===== src/rtl/fifo_wr_arbiter.sv =====
// +----------------------------------------------------------------------------+
// | fifo_wr_arbiter                                                            |
// | Round-robin, burst-bounded arbiter sharing one FIFO write port.            |
// | Rev 1.0                                                                    |
// +----------------------------------------------------------------------------+
`default_nettype none

module fifo_wr_arbiter #(
    parameter int NUM_REQ   = 4,
    parameter int DATA_W    = 8,
    parameter int MAX_BURST = 4
) (
    input  logic                         clk,
    input  logic                         rst,
    input  logic [NUM_REQ-1:0]           req_valid,
    input  logic [NUM_REQ*DATA_W-1:0]    req_data,
    input  logic [NUM_REQ-1:0]           req_last,
    output logic [NUM_REQ-1:0]           req_ready,
    output logic                         fifo_wr_en,
    output logic [DATA_W-1:0]            fifo_data,
    input  logic                         fifo_full,
    output logic [$clog2(NUM_REQ)-1:0]   grant_id,
    output logic                         busy
);

    localparam int IDW = $clog2(NUM_REQ);
    localparam int BCW = $clog2(MAX_BURST + 1);

    typedef enum logic [0:0] {
        S_IDLE  = 1'b0,
        S_GRANT = 1'b1
    } state_t;

    state_t           state_q;
    logic [IDW-1:0]   rr_ptr_q;
    logic [IDW-1:0]   grant_id_q;
    logic [BCW-1:0]   beat_cnt_q;
    logic             busy_q;

    logic             win_found;
    logic [IDW-1:0]   win_idx;
    logic [IDW-1:0]   cand;
    logic             g_valid;
    logic             xfer;
    logic             grant_done;
    logic [IDW-1:0]   rr_ptr_d;
    logic [BCW-1:0]   beat_cnt_d;
    logic [DATA_W-1:0] g_data;

    // Scan downward so the lowest offset from rr_ptr is the one that sticks.
    always_comb begin
        win_found = 1'b0;
        win_idx   = '0;
        cand      = '0;
        for (int k = NUM_REQ - 1; k >= 0; k--) begin
            cand = IDW'((int'(rr_ptr_q) + k) % NUM_REQ);
            if (req_valid[cand]) begin
                win_found = 1'b1;
                win_idx   = cand;
            end
        end
    end

    always_comb begin
        g_data = '0;
        for (int i = 0; i < NUM_REQ; i++) begin
            if (grant_id_q == IDW'(i)) begin
                g_data = req_data[i*DATA_W +: DATA_W];
            end
        end
    end

    assign g_valid    = req_valid[grant_id_q];
    assign xfer       = (state_q == S_GRANT) && g_valid && !fifo_full;
    assign grant_done = !g_valid ||
                        (xfer && (req_last[grant_id_q] ||
                                  (beat_cnt_q == BCW'(MAX_BURST - 1))));
    assign rr_ptr_d   = (grant_id_q == IDW'(NUM_REQ - 1)) ? '0 : grant_id_q + IDW'(1);
    assign beat_cnt_d = beat_cnt_q + BCW'(1);

    always_comb begin
        req_ready = '0;
        if (state_q == S_GRANT && !fifo_full) begin
            req_ready[grant_id_q] = 1'b1;
        end
    end

    assign fifo_wr_en = xfer;
    assign fifo_data  = (state_q == S_GRANT) ? g_data : '0;
    assign grant_id   = grant_id_q;
    assign busy       = busy_q;

    always_ff @(posedge clk or posedge rst) begin
        if (rst) begin
            state_q    <= S_IDLE;
            rr_ptr_q   <= '0;
            grant_id_q <= '0;
            beat_cnt_q <= '0;
            busy_q     <= 1'b0;
        end else begin
            case (state_q)
                S_IDLE: begin
                    if (win_found) begin
                        state_q    <= S_GRANT;
                        grant_id_q <= win_idx;
                        beat_cnt_q <= '0;
                        busy_q     <= 1'b1;
                    end
                end
                S_GRANT: begin
                    if (grant_done) begin
                        state_q  <= S_IDLE;
                        rr_ptr_q <= rr_ptr_d;
                        busy_q   <= 1'b0;
                    end else if (xfer) begin
                        beat_cnt_q <= beat_cnt_d;
                    end
                end
                default: begin
                    state_q <= S_IDLE;
                    busy_q  <= 1'b0;
                end
            endcase
        end
    end

endmodule

`default_nettype wire

===== config.mk =====
export PLATFORM = sky130hd
export DESIGN_NAME = fifo_wr_arbiter
export DESIGN_NICKNAME = d
export VERILOG_FILES = /design/src/rtl/fifo_wr_arbiter.sv
export SDC_FILE = /design/constraint.sdc
export NUM_CORES = 1
export LEC_CHECK = 0
export BUFFER_PORTS_ARGS = -buffer_cell sky130_fd_sc_hd__buf_4
export CORE_MARGIN = 5
export CORE_UTILIZATION = 42
export CTS_CLUSTER_DIAMETER = 40
export DETAILED_ROUTE_END_ITERATION = 12
export PLACE_DENSITY = 0.85
export SYNTH_ARGS = -nofsm -noshare
export SYNTH_HDL_FRONTEND = slang
export SYNTH_SLANG_ARGS = --single-unit

===== constraint.sdc =====
create_clock -name clk -period 2.53 [get_ports clk]
set_input_delay 0.253 -clock clk [delete_from_list [all_inputs] [get_ports clk]]
set_output_delay 0.253 -clock clk [all_outputs]
set_load 0.05 [all_outputs]

# == After elaboration in Yosys (flattened, before gate mapping) ==
# Cells that the tools add are included.
# op_classes
n_reduce_logical,14
muxes,39
bitwise_logic,1
add_sub_neg,5
n_lt_le_gt_ge,6
n_eq_ne,8
# op_table
op,count
$mux W8,5
$lt A2 B3 Y1 const B,5
$mux W1,15
$bmux W1 S2,6
$mux W2,5
$mux W3,3
$pmux W3 S2,1
$reduce_and A2 Y1,3
$logic_and A1 B1 Y1,5
$add A2 B1 Y2 const B,2
$add A2 B2 Y2 const B,2
$eq A2 B2 Y1 const B,2
$mux W4,1
$ne A2 B1 Y1 const B,2
$ne A2 B2 Y1 const B,2
$pmux W1 S2,2
$add A3 B1 Y3 const B,1
$eq A3 B2 Y1 const B,1
$reduce_and A3 Y1,1
$demux W1 S2,1
$eq A2 B1 Y1 const B,1
$ge A2 B1 Y1 const B,1
$logic_not A1 Y1,2
$logic_not A2 Y1,1
other kinds (2),3
# totals
out_inout_bits,16
input_bits,43
reg_bits,9
wordCells,78

# == Longest topological paths before layout ==
# depth
word_depth,9
ltp_mapped,8

# == Worst setup path before layout ==
# Ideal clock, no wire load.
# synth_path
kind,register to output
from,register grant_id_q[0] (netlist: grant_id[0])
to,output port fifo_data[6]
arrival_time_ns,2.605
required_time_ns,2.277
path_buffers,3
path_stages_with_launch,9
path_slack_ns,-0.328
cell_sequence,dfrtp_1 > buf_6 > inv_1 > ha_1 > clkbuf_1 > clkbuf_1 > a221oi_1 > a211o_1 > a21oi_1
# synth_via
elab_chain_len,6
elab_cells_between_ends,9
# synth_rtl
element,line_no,source
start: declaration,36,logic [IDW-1:0] grant_id_q;
start signal: assignment,105,grant_id_q <= win_idx;
$logic_not A2 Y1,67,if (grant_id_q == IDW'(i)) begin
$mux W8 (3 in a row),67,
$mux W8 *,67,
$mux W8 *,89,assign fifo_data = (state_q == S_GRANT) ? g_data : '0;
end: declaration,20,"output logic [DATA_W-1:0] fifo_data,"
# Mark *: on every way between the ends. The rest lies on a longest branch, timed or not.

# == Worst setup path in the final report ==
# layout_path
from,register grant_id_q[0] (netlist: grant_id[0])
to,output port fifo_data[0]
# The elaborated chain is that of the path after synthesis.

==> run metrics <==
outcome complete, no violations; number of diodes 0; area of the multi-input gates 667 um2; initial antenna violation count 0; Reg area 225 um2; GRT Util Overall 0.180; Hold Path Class input port to flop; min cycle time layout 2.41 ns; relative slew slack 0.633; CTS sink count 9; Syn Inst Count 122; vias in the first global route 1084; DP Wirelength 2420 um; crit path kind flop to output port; CTS tree done; routability cong. 0.868; DR vias 1107; unrepaired setup endpoints after global routing false; Final setup viols 0; 1st-iter DRT viols 40; Num CTS Buffers 3; Worst EP arrival 2.15 ns; yosys warns 0; Avg WL per Cell 14.8 um; Buffers on Ports 58; crit path capture type output port; setup TNS 0 ns; Net Count, Synth 171; Seq/Total Area, Yosys 0.236; slowest cell delay on critical path 0.59 ns; Area contributors post-synth dfrtp_1 24%, ha_1 7.9%, a211o_1 7.3%; IO Count 59; Die Height 57.6 um; Leak 0.000733 uW; Mapped Area 953 um2; Clock Skews 0.00210 ns; total congestion overflow 0; number of remaining DRC errors 0; crit path max fanout 9; first-pass GRT wire length 4730 um; Max Freq 0.416 GHz; # fillers 186; Routed WL 3020 um; First-pass DRT Iterations 4; Pwr Density 1290 nW/um2; number of max-cap violations 0; largest net degree at the start of global routing 19; max-slew violations 0; Peak supply drop 0.910 mV; via/cell ratio 5.43; Worst EP required 2.28 ns; Die Wd 57.6 um; fraction of layout cells with a size suffix above 1 0.426; H-tree levels 1; root buffer cell clkbuf_4; post-synthesis area per instance 7.81 um2; area leader, netlist dfrtp_1; crit start category flop; maximum clock insertion buffer count 2; Yosys reg bits 9; setup bufs post-CTS 0; crit path max-delay cell type dfrtp_1; Cell variety after synth 31; final hold vios 0; Die ar. 3320 um2; worst-margin pin slew 0.550 ns; Area Overhead vs Synth 53.4%; Clock Latency Late Sink 0.27 ns; Routed Antenna Nets 0; Design Power 1890 uW; post-layout net count 226; worst path cell trace inv_1 > ha_1 > a221oi_1 > a211o_1 > a21oi_2 > buf_4; Synth top area share 0.236; Tcrit/Tclk final 0.951; Core ar. 2190 um2; row cnt 17; Initial Util 0.435; clock slew at reported path FFs 0.06 ns
==> sequential cells by signal, indices dropped and copies added, names as in the netlist <==
| name | count |
|---|---|
| beat_cnt_q | 3 |
| grant_id | 2 |
| rr_ptr_q | 2 |
| busy | 1 |
| state_q | 1 |
==> repair_timing <==
action | 4_1_cts | 5_1_grt
endpoints found under the hold margin | 9 | 0
pin swaps | 0 | 0
gates resized for setup | 1 | 2
endpoints found under the setup margin | 1 | 8
hold buffers | 1 | 0
==> critical path: cells and delay by family (launching register included) <==
family	cells	cell delay, ns
buf+inv	2	0.35
fa+ha+maj	1	0.32
flops	1	0.59
compound gates	3	0.63
==> routing by layer <==
metal	vias up	track usage	share of wire
li1	539	-	-
met1	502	0.205	0.38
met2	62	0.331	0.49
met3	4	0.0379	0.13
met4	0	0.0596	0.0093
met5	-	0	0
==> Yosys cell counts <==
| cell | number |
|---|---|
| inv_1 | 17 |
| nand2_1 | 14 |
| a21oi_1 | 10 |
| nor2b_1 | 10 |
| dfrtp_1 | 9 |
| a211o_1 | 8 |
| a221oi_1 | 8 |
| clkbuf_1 | 7 |
| ha_1 | 6 |
| and2_1 | 4 |
| mux2i_1 | 4 |
| nor2_1 | 4 |
| mux2_1 | 2 |
| o22ai_1 | 2 |
| a21boi_0 | 1 |
| a21o_1 | 1 |
| a21oi_2 | 1 |
| a22oi_1 | 1 |
| buf_2 | 1 |
| buf_6 | 1 |
| mux4_2 | 1 |
| nor2_2 | 1 |
| nor4_1 | 1 |
| o211ai_1 | 1 |
| o21a_1 | 1 |
| o21ai_0 | 1 |
| o221ai_1 | 1 |
| o2bb2ai_1 | 1 |
| o31ai_1 | 1 |
| o41ai_1 | 1 |
| or2_2 | 1 |
==> cell families (layout without fill, tap and decap cells) <==
family	Yosys count	count (layout)	synth area share
compound gates	39	39	0.302
simple gates	35	35	0.182
buf+inv	26	80	0.112
flops	9	9	0.236
mux	7	7	0.0892
fa+ha+maj	6	6	0.0787
==> worst paths after layout <==
check	start	endpoint	slack [ns]	cells past startpoint
worst min-delay path	req_valid[2]	busy	0.33	3
worst max-delay path	grant_id[0]	fifo_data[0]	0.12	6
max in group asynchronous	rst	busy	1.75	3
min in group asynchronous	rst	beat_cnt_q[0]	0.51	3
worst min register to register	beat_cnt_q[0]	beat_cnt_q[0]	0.49	1
worst max register to register	grant_id[0]	rr_ptr_q[1]	0.70	4
==> report_power, final <==
part	switching (uW)	total, uW	internal (uW)
logic	935	1490	550
registers	88.2	290	202
clock network	54.8	116	61.1
==> placed cells by master (no fill, tap or decap), types with 3 or more instances in the layout <==
master / count
a211o_1: 8
a21oi_2: 9
a221oi_1: 8
and2_1: 4
buf_4: 58
clkbuf_4: 3
dfrtp_1: 9
ha_1: 4
inv_1: 17
mux2i_1: 4
nand2_1: 14
nor2_1: 4
nor2b_1: 10
==> metrics by stage <==
stage	area [um2]	hold slack, ns	std cells	utilization	setup WS (ns)
after floorplan	983	0.0809	122	-	-0.0360
after global placement	1410	0.234	199	0.644	0.354
after detailed placement	1410	0.248	199	0.644	0.268
after CTS	1450	0.323	204	0.662	0.0273
after global routing	1460	0.364	204	0.668	0.00776
final	1460	0.332	204	0.668	0.124
==> area by class of cell <==
class	count	area share
repair buffers	59	0.305
inverters	17	0.0436
well taps	28	0.0240
clock buffers	4	0.0180
flip-flops and latches	9	0.154
multi-input cells	87	0.456
Note: power is estimated with default switching activity, not from simulation.
